==> src/rtl/mod_inverse_seq_pkg.sv <==
// Shared constants for the sequential modular inverter.
// FSM encoding, default width and the step-bound helpers.
package mod_inverse_seq_pkg;

  localparam int DATAWIDTH = 15;
  localparam int WIDTH_DEF = DATAWIDTH + 1;

  localparam logic [1:0] S_IDLE     = 2'd0;
  localparam logic [1:0] S_RUN      = 2'd1;
  localparam logic [1:0] S_DONE_ERR = 2'd2;

  function automatic int max_steps(input int w);
    return 4 * w + 2;
  endfunction

  function automatic int cnt_width(input int w);
    return $clog2(max_steps(w) + 1);
  endfunction

endpackage

==> src/rtl/mod_inverse_seq_half.sv <==
// Modular halving: x even ? x/2 : (x+p)/2.
// The sum keeps its carry so the shift never loses the top bit.
module mod_half #(
  parameter int WIDTH = 16
) (
  input  logic [WIDTH-1:0] x_i,
  input  logic [WIDTH-1:0] p_i,
  output logic [WIDTH-1:0] y_o
);

  logic [WIDTH:0] sum;

  assign sum = x_i[0] ? ({1'b0, x_i} + {1'b0, p_i})
                      : {1'b0, x_i};
  assign y_o = sum[WIDTH:1];

endmodule

==> src/rtl/mod_inverse_seq.sv <==
// Binary extended Euclid inverse, one reduction per clock.
// Bounded step counter guarantees termination on bad inputs.
module mod_inverse_seq
  import mod_inverse_seq_pkg::*;
#(
  parameter int WIDTH = WIDTH_DEF
) (
  input  logic             clk,
  input  logic             rst,
  input  logic             start,
  input  logic [WIDTH-1:0] a,
  input  logic [WIDTH-1:0] p,
  output logic             busy,
  output logic             done,
  output logic             err,
  output logic [WIDTH-1:0] result
);

  localparam int MAX_STEPS = max_steps(WIDTH);
  localparam int CNT_W     = cnt_width(WIDTH);
  localparam logic [CNT_W-1:0] CNT_LAST = CNT_W'(MAX_STEPS - 1);
  localparam logic [WIDTH-1:0] ONE      = WIDTH'(1);

  logic [1:0]       state_q, state_d;
  logic [CNT_W-1:0] cnt_q, cnt_d;
  logic [WIDTH-1:0] u_q, u_d, v_q, v_d;
  logic [WIDTH-1:0] x1_q, x1_d, x2_q, x2_d;
  logic [WIDTH-1:0] pm_q, pm_d, res_q, res_d;
  logic             busy_q, busy_d, done_q, done_d;
  logic             err_q, err_d;

  logic [WIDTH-1:0] x1_half, x2_half;
  logic [WIDTH-1:0] x1_sub, x2_sub;

  mod_half #(.WIDTH(WIDTH)) u_half1 (
    .x_i(x1_q), .p_i(pm_q), .y_o(x1_half)
  );

  mod_half #(.WIDTH(WIDTH)) u_half2 (
    .x_i(x2_q), .p_i(pm_q), .y_o(x2_half)
  );

  // Borrow case adds pm - y first so no intermediate overflows.
  assign x1_sub = (x1_q >= x2_q) ? x1_q - x2_q
                                 : x1_q + (pm_q - x2_q);
  assign x2_sub = (x2_q >= x1_q) ? x2_q - x1_q
                                 : x2_q + (pm_q - x1_q);

  always_comb begin
    state_d = state_q;
    cnt_d   = cnt_q;
    u_d     = u_q;
    v_d     = v_q;
    x1_d    = x1_q;
    x2_d    = x2_q;
    pm_d    = pm_q;
    res_d   = res_q;
    busy_d  = busy_q;
    done_d  = 1'b0;
    err_d   = err_q;
    case (state_q)
      S_IDLE: begin
        if (start) begin
          pm_d    = p;
          u_d     = a;
          v_d     = p;
          x1_d    = ONE;
          x2_d    = '0;
          err_d   = 1'b0;
          busy_d  = 1'b1;
          cnt_d   = '0;
          state_d = (a == '0) ? S_DONE_ERR : S_RUN;
        end
      end
      S_DONE_ERR: begin
        done_d  = 1'b1;
        err_d   = 1'b1;
        res_d   = '0;
        busy_d  = 1'b0;
        state_d = S_IDLE;
      end
      S_RUN: begin
        cnt_d = cnt_q + 1'b1;
        if (u_q == ONE) begin
          res_d   = x1_q;
          done_d  = 1'b1;
          busy_d  = 1'b0;
          state_d = S_IDLE;
        end else if (v_q == ONE) begin
          res_d   = x2_q;
          done_d  = 1'b1;
          busy_d  = 1'b0;
          state_d = S_IDLE;
        end else if (cnt_q == CNT_LAST) begin
          res_d   = '0;
          err_d   = 1'b1;
          done_d  = 1'b1;
          busy_d  = 1'b0;
          state_d = S_IDLE;
        end else if (!u_q[0]) begin
          u_d  = u_q >> 1;
          x1_d = x1_half;
        end else if (!v_q[0]) begin
          v_d  = v_q >> 1;
          x2_d = x2_half;
        end else if (u_q >= v_q) begin
          u_d  = u_q - v_q;
          x1_d = x1_sub;
        end else begin
          v_d  = v_q - u_q;
          x2_d = x2_sub;
        end
      end
      default: state_d = S_IDLE;
    endcase
  end

  always_ff @(posedge clk or posedge rst) begin
    if (rst) begin
      state_q <= S_IDLE;
      cnt_q   <= '0;
      u_q     <= '0;
      v_q     <= '0;
      x1_q    <= '0;
      x2_q    <= '0;
      pm_q    <= '0;
      res_q   <= '0;
      busy_q  <= 1'b0;
      done_q  <= 1'b0;
      err_q   <= 1'b0;
    end else begin
      state_q <= state_d;
      cnt_q   <= cnt_d;
      u_q     <= u_d;
      v_q     <= v_d;
      x1_q    <= x1_d;
      x2_q    <= x2_d;
      pm_q    <= pm_d;
      res_q   <= res_d;
      busy_q  <= busy_d;
      done_q  <= done_d;
      err_q   <= err_d;
    end
  end

  assign busy   = busy_q;
  assign done   = done_q;
  assign err    = err_q;
  assign result = res_q;

endmodule
==> config.mk <==
export PLATFORM = sky130hd
export DESIGN_NAME = mod_inverse_seq
export DESIGN_NICKNAME = d
export VERILOG_FILES = /design/src/rtl/mod_inverse_seq_pkg.sv /design/src/rtl/mod_inverse_seq_half.sv /design/src/rtl/mod_inverse_seq.sv
export SDC_FILE = /design/constraint.sdc
export NUM_CORES = 1
export LEC_CHECK = 0
export BUFFER_PORTS_ARGS = -buffer_cell sky130_fd_sc_hd__buf_4
export CAP_MARGIN = 10
export CORE_ASPECT_RATIO = 1.5
export CORE_UTILIZATION = 24
export CTS_CLUSTER_DIAMETER = 60
export DETAILED_ROUTE_END_ITERATION = 7
export SLEW_MARGIN = 20
export SYNTH_ARGS = -nofsm -noshare
export SYNTH_HDL_FRONTEND = slang
export SYNTH_SLANG_ARGS = --single-unit
export TNS_END_PERCENT = 1
==> constraint.sdc <==
create_clock -name clk -period 9.4 [get_ports clk]
set_input_delay 1.88 -clock clk [delete_from_list [all_inputs] [get_ports clk]]
set_output_delay 1.88 -clock clk [all_outputs]
set_load 0.02 [all_outputs]
==> metrics.md <==
| Metric | Value |
|---|---|
| Area leader, netlist | dfrtp_1 |
| Fin nets | 1776 |
| Outcome | completed |
| Unrepaired setup endpoints after global routing | no |
| Post-CTS setup buffer count | 0 |
| EDFF count, synth | 0 |
| CP Buf/Inv Count | 1 |
| Period Utilization, post-route | 47.4% |
| CP top delay family | compound AO/OA/AOI/OAI gates |
| Share of the synthesized area in the top cell type | 21.7% |
| Clock Tree Buf Depth | 2 |
| HPWL after DPL | 33.0 mm |
| CTS Buf Count | 9 |
| Final hold vios | 0 |
| Kind of critical path | reg2reg |
| Synth-to-layout area growth | 11.0% |
| Slew headroom | 31.9% |
| Largest net degree at the start of global routing | 64 |
| Average routed wire per standard cell | 18.7 µm |
| Slew Viols, Final | 0 |
| Asr flop ratio synth | 100% |
| Crit path largest cell delay | 0.64 ns |
| Via count | 11.7k |
| Final min period | 4.46 ns |
| Yosys warning total | 0 |
| CP Cell Sequence | inv_1, fa_1, xor2_1, ha_1, o21ba_2, a221oi_1, o41ai_1, o21ai_0, a31oi_1, nor3b_1, nor4_1, nor4b_1, o41ai_1 |
| Fin worst setup slack | 4.94 ns |
| Crit path max fanout | 8 |
| Critical Path Most Common Cell | o41ai_1 |
| Sequential area share after synthesis | 21.7% |
| Die H | 281 µm |
| Hold/Removal Path Class | reg2reg |
| Initial Util | 24.5% |
| H-tree depth | 3 |
| RD Place Congestion | 0.919 |
| Number of inserted diodes | 0 |
| Critical Path RT | 9.67 ns |
| Synth unique cells | 76 |
| DR iter-0 viols | 775 |
| Post-Synthesis Net Count | 1775 |
| PostCTS Resize Cnt | 0 |
| Clk sinks | 108 |
| Worst slew pin tran | 1.02 ns |
| First-pass iteration count of the detailed router | 5 |
| Routed Wire Length | 42.0 mm |
| CP Launch Type | flop |
| # rows | 101 |
| I/O pin count | 54 |
| Worst EP arrival | 4.73 ns |
| First-pass GRT wire length | 65.7 mm |
| Layout cells sized above 1 | 8.22% |
| CTS tree | built |
| Met2 wire len | 21.8 mm |
| Antenna violations before repair | 0 |
| Chip Width | 188 µm |
| Slowest-stage cell, CP | fa_1 |
| Clock skew | 0.0194 ns |
| Most frequent cell after synthesis | nand2_1 |
| Cell Area, Synth | 0.0125 mm² |
| Fillers | 5512 |
| Dpl ws | 4.94 ns |
| Top layer in use | met4 |
| Fmax | 224 MHz |
| Post-route ant nets | 0 |
| Gate Count Post-Synth | 1575 |
| Synth top area cells | dfrtp_1 (22%), ha_1 (13%), fa_1 (5.5%) |
| Met3 wire len | 1.29 mm |
| Root buf cell | clkbuf_16 |
| Max cap viols | 0 |
| Total core area | 0.0509 mm² |
| Post-CTS Hold Fix Bufs | 0 |
| Post-synthesis register bit count | 108 |
| Setup violators final | 0 |
| Die Area | 0.0529 mm² |
| All-Layer GR Usage | 16.0% |
| Synth top cells by count | nand2_1 (142), inv_1 (141), ha_1 (131), a21oi_1 (128) |
| Setup TNS | 0 ns |
| Ys flop type | dfrtp_1 |
| GRT overflow | 0 |
| Routed length on met1 | 16.3 mm |
| Syn avg cell area | 7.91 µm² |
| Clock slew at reported path FFs | 0.10 ns |
| I/O Buffers | 53 |
| Vias per inst | 5.19 |
| Crit end category | flop |
| Vias in the first global route | 11.8k |
| Clk Latency, worst-skew pair | 0.40 ns |
| DRC | 0 |
## worst paths after layout
kind | startpoint | slack, ns | to | cells past startpoint
max | x1_q[1]$_DFFE_PP0P_ | 4.94 | x2_q[14]$_DFFE_PP0P_ | 13
min | result[10]$_DFFE_PP0P_ | 0.49 | result[10]$_DFFE_PP0P_ | 2
max reg2reg | x1_q[1]$_DFFE_PP0P_ | 4.94 | x2_q[14]$_DFFE_PP0P_ | 13
min reg2reg | result[10]$_DFFE_PP0P_ | 0.49 | result[10]$_DFFE_PP0P_ | 2
max in group asynchronous | rst | 6.50 | v_q[0]$_DFFE_PP0P_ | 3
min in group asynchronous | rst | 1.67 | result[5]$_DFFE_PP0P_ | 2
## sequential cells by signal, indices dropped and copies added (netlist names)
register  flops
u_q          16
pm_q         16
x1_q         16
result       16
v_q          16
cnt_q         7
x2_q         16
busy          1
state_q       2
err           1
done          1
## cells by family after synthesis
family	after synthesis	synth area share [%]
muxes	33	2.83
xor gates and xnor gates	96	6.75
adders and majority gates	165	18.6
AOI/OAI and AO/OA	503	26.4
buffers and inverters	222	7.00
DFF	108	21.7
and+or+nand+nor	448	16.7
## placed cells by master (no fill, tap or decap), drive strengths merged, types with 19 or more instances in the layout
| cell | synthesis | final |
|---|---|---|
| o21ai | 139 | 139 |
| o211ai | 20 | 20 |
| inv | 141 | 145 |
| buf | 17 | 67 |
| dfrtp | 108 | 108 |
| fa | 34 | 34 |
| ha | 131 | 131 |
| nand2 | 142 | 142 |
| nor3 | 46 | 46 |
| a211oi | 22 | 22 |
| a31oi | 19 | 19 |
| xnor2 | 63 | 63 |
| nor2 | 126 | 126 |
| a21oi | 129 | 129 |
| nand3 | 27 | 27 |
| xor2 | 33 | 33 |
| a21o | 38 | 38 |
## through the flow
step	hold slack [ns]	instances	util, %	area, µm²
2_1_floorplan	0.488	1575	-	12500
3_3_place_gp	0.470	2234	26.5	13500
3_5_place_dp	0.475	2234	26.5	13500
4_1_cts	0.496	2250	27.2	13800
5_1_grt	0.528	2250	27.2	13800
6_report	0.487	2250	27.2	13800
## worst reg2reg max path, cell delays in order, from the launching register on
cell and delay (ns):
dfrtp_1 0.52, inv_1 0.21, fa_1 0.64, xor2_1 0.22, ha_1 0.21, o21ba_2 0.25, a221oi_1 0.11, o41ai_1 0.62
o21ai_0 0.34, a31oi_1 0.37, nor3b_1 0.28, nor4_1 0.10, nor4b_1 0.35, o41ai_1 0.10
## layout make-up
cell class	instances	area, µm²	area share, %
multi-input combinational	1245	8920	64.5
timing repair buffer	67	503	3.64
clock buffer	9	225	1.63
sequential	108	2700	19.6
clock inverter	7	93.8	0.679
tap	669	837	6.05
inverter	145	547	3.95
## layer usage
metal / GRT usage, % / vias to the layer above
li1: - / 5608
met3: 1.61 / 109
met4: 10.2 / 0
met2: 29.8 / 309
met5: 0 / -
met1: 17.0 / 5655
Power is not shown: default switching activity piles up to over one toggle a cycle in this logic, so the estimate is an artifact.
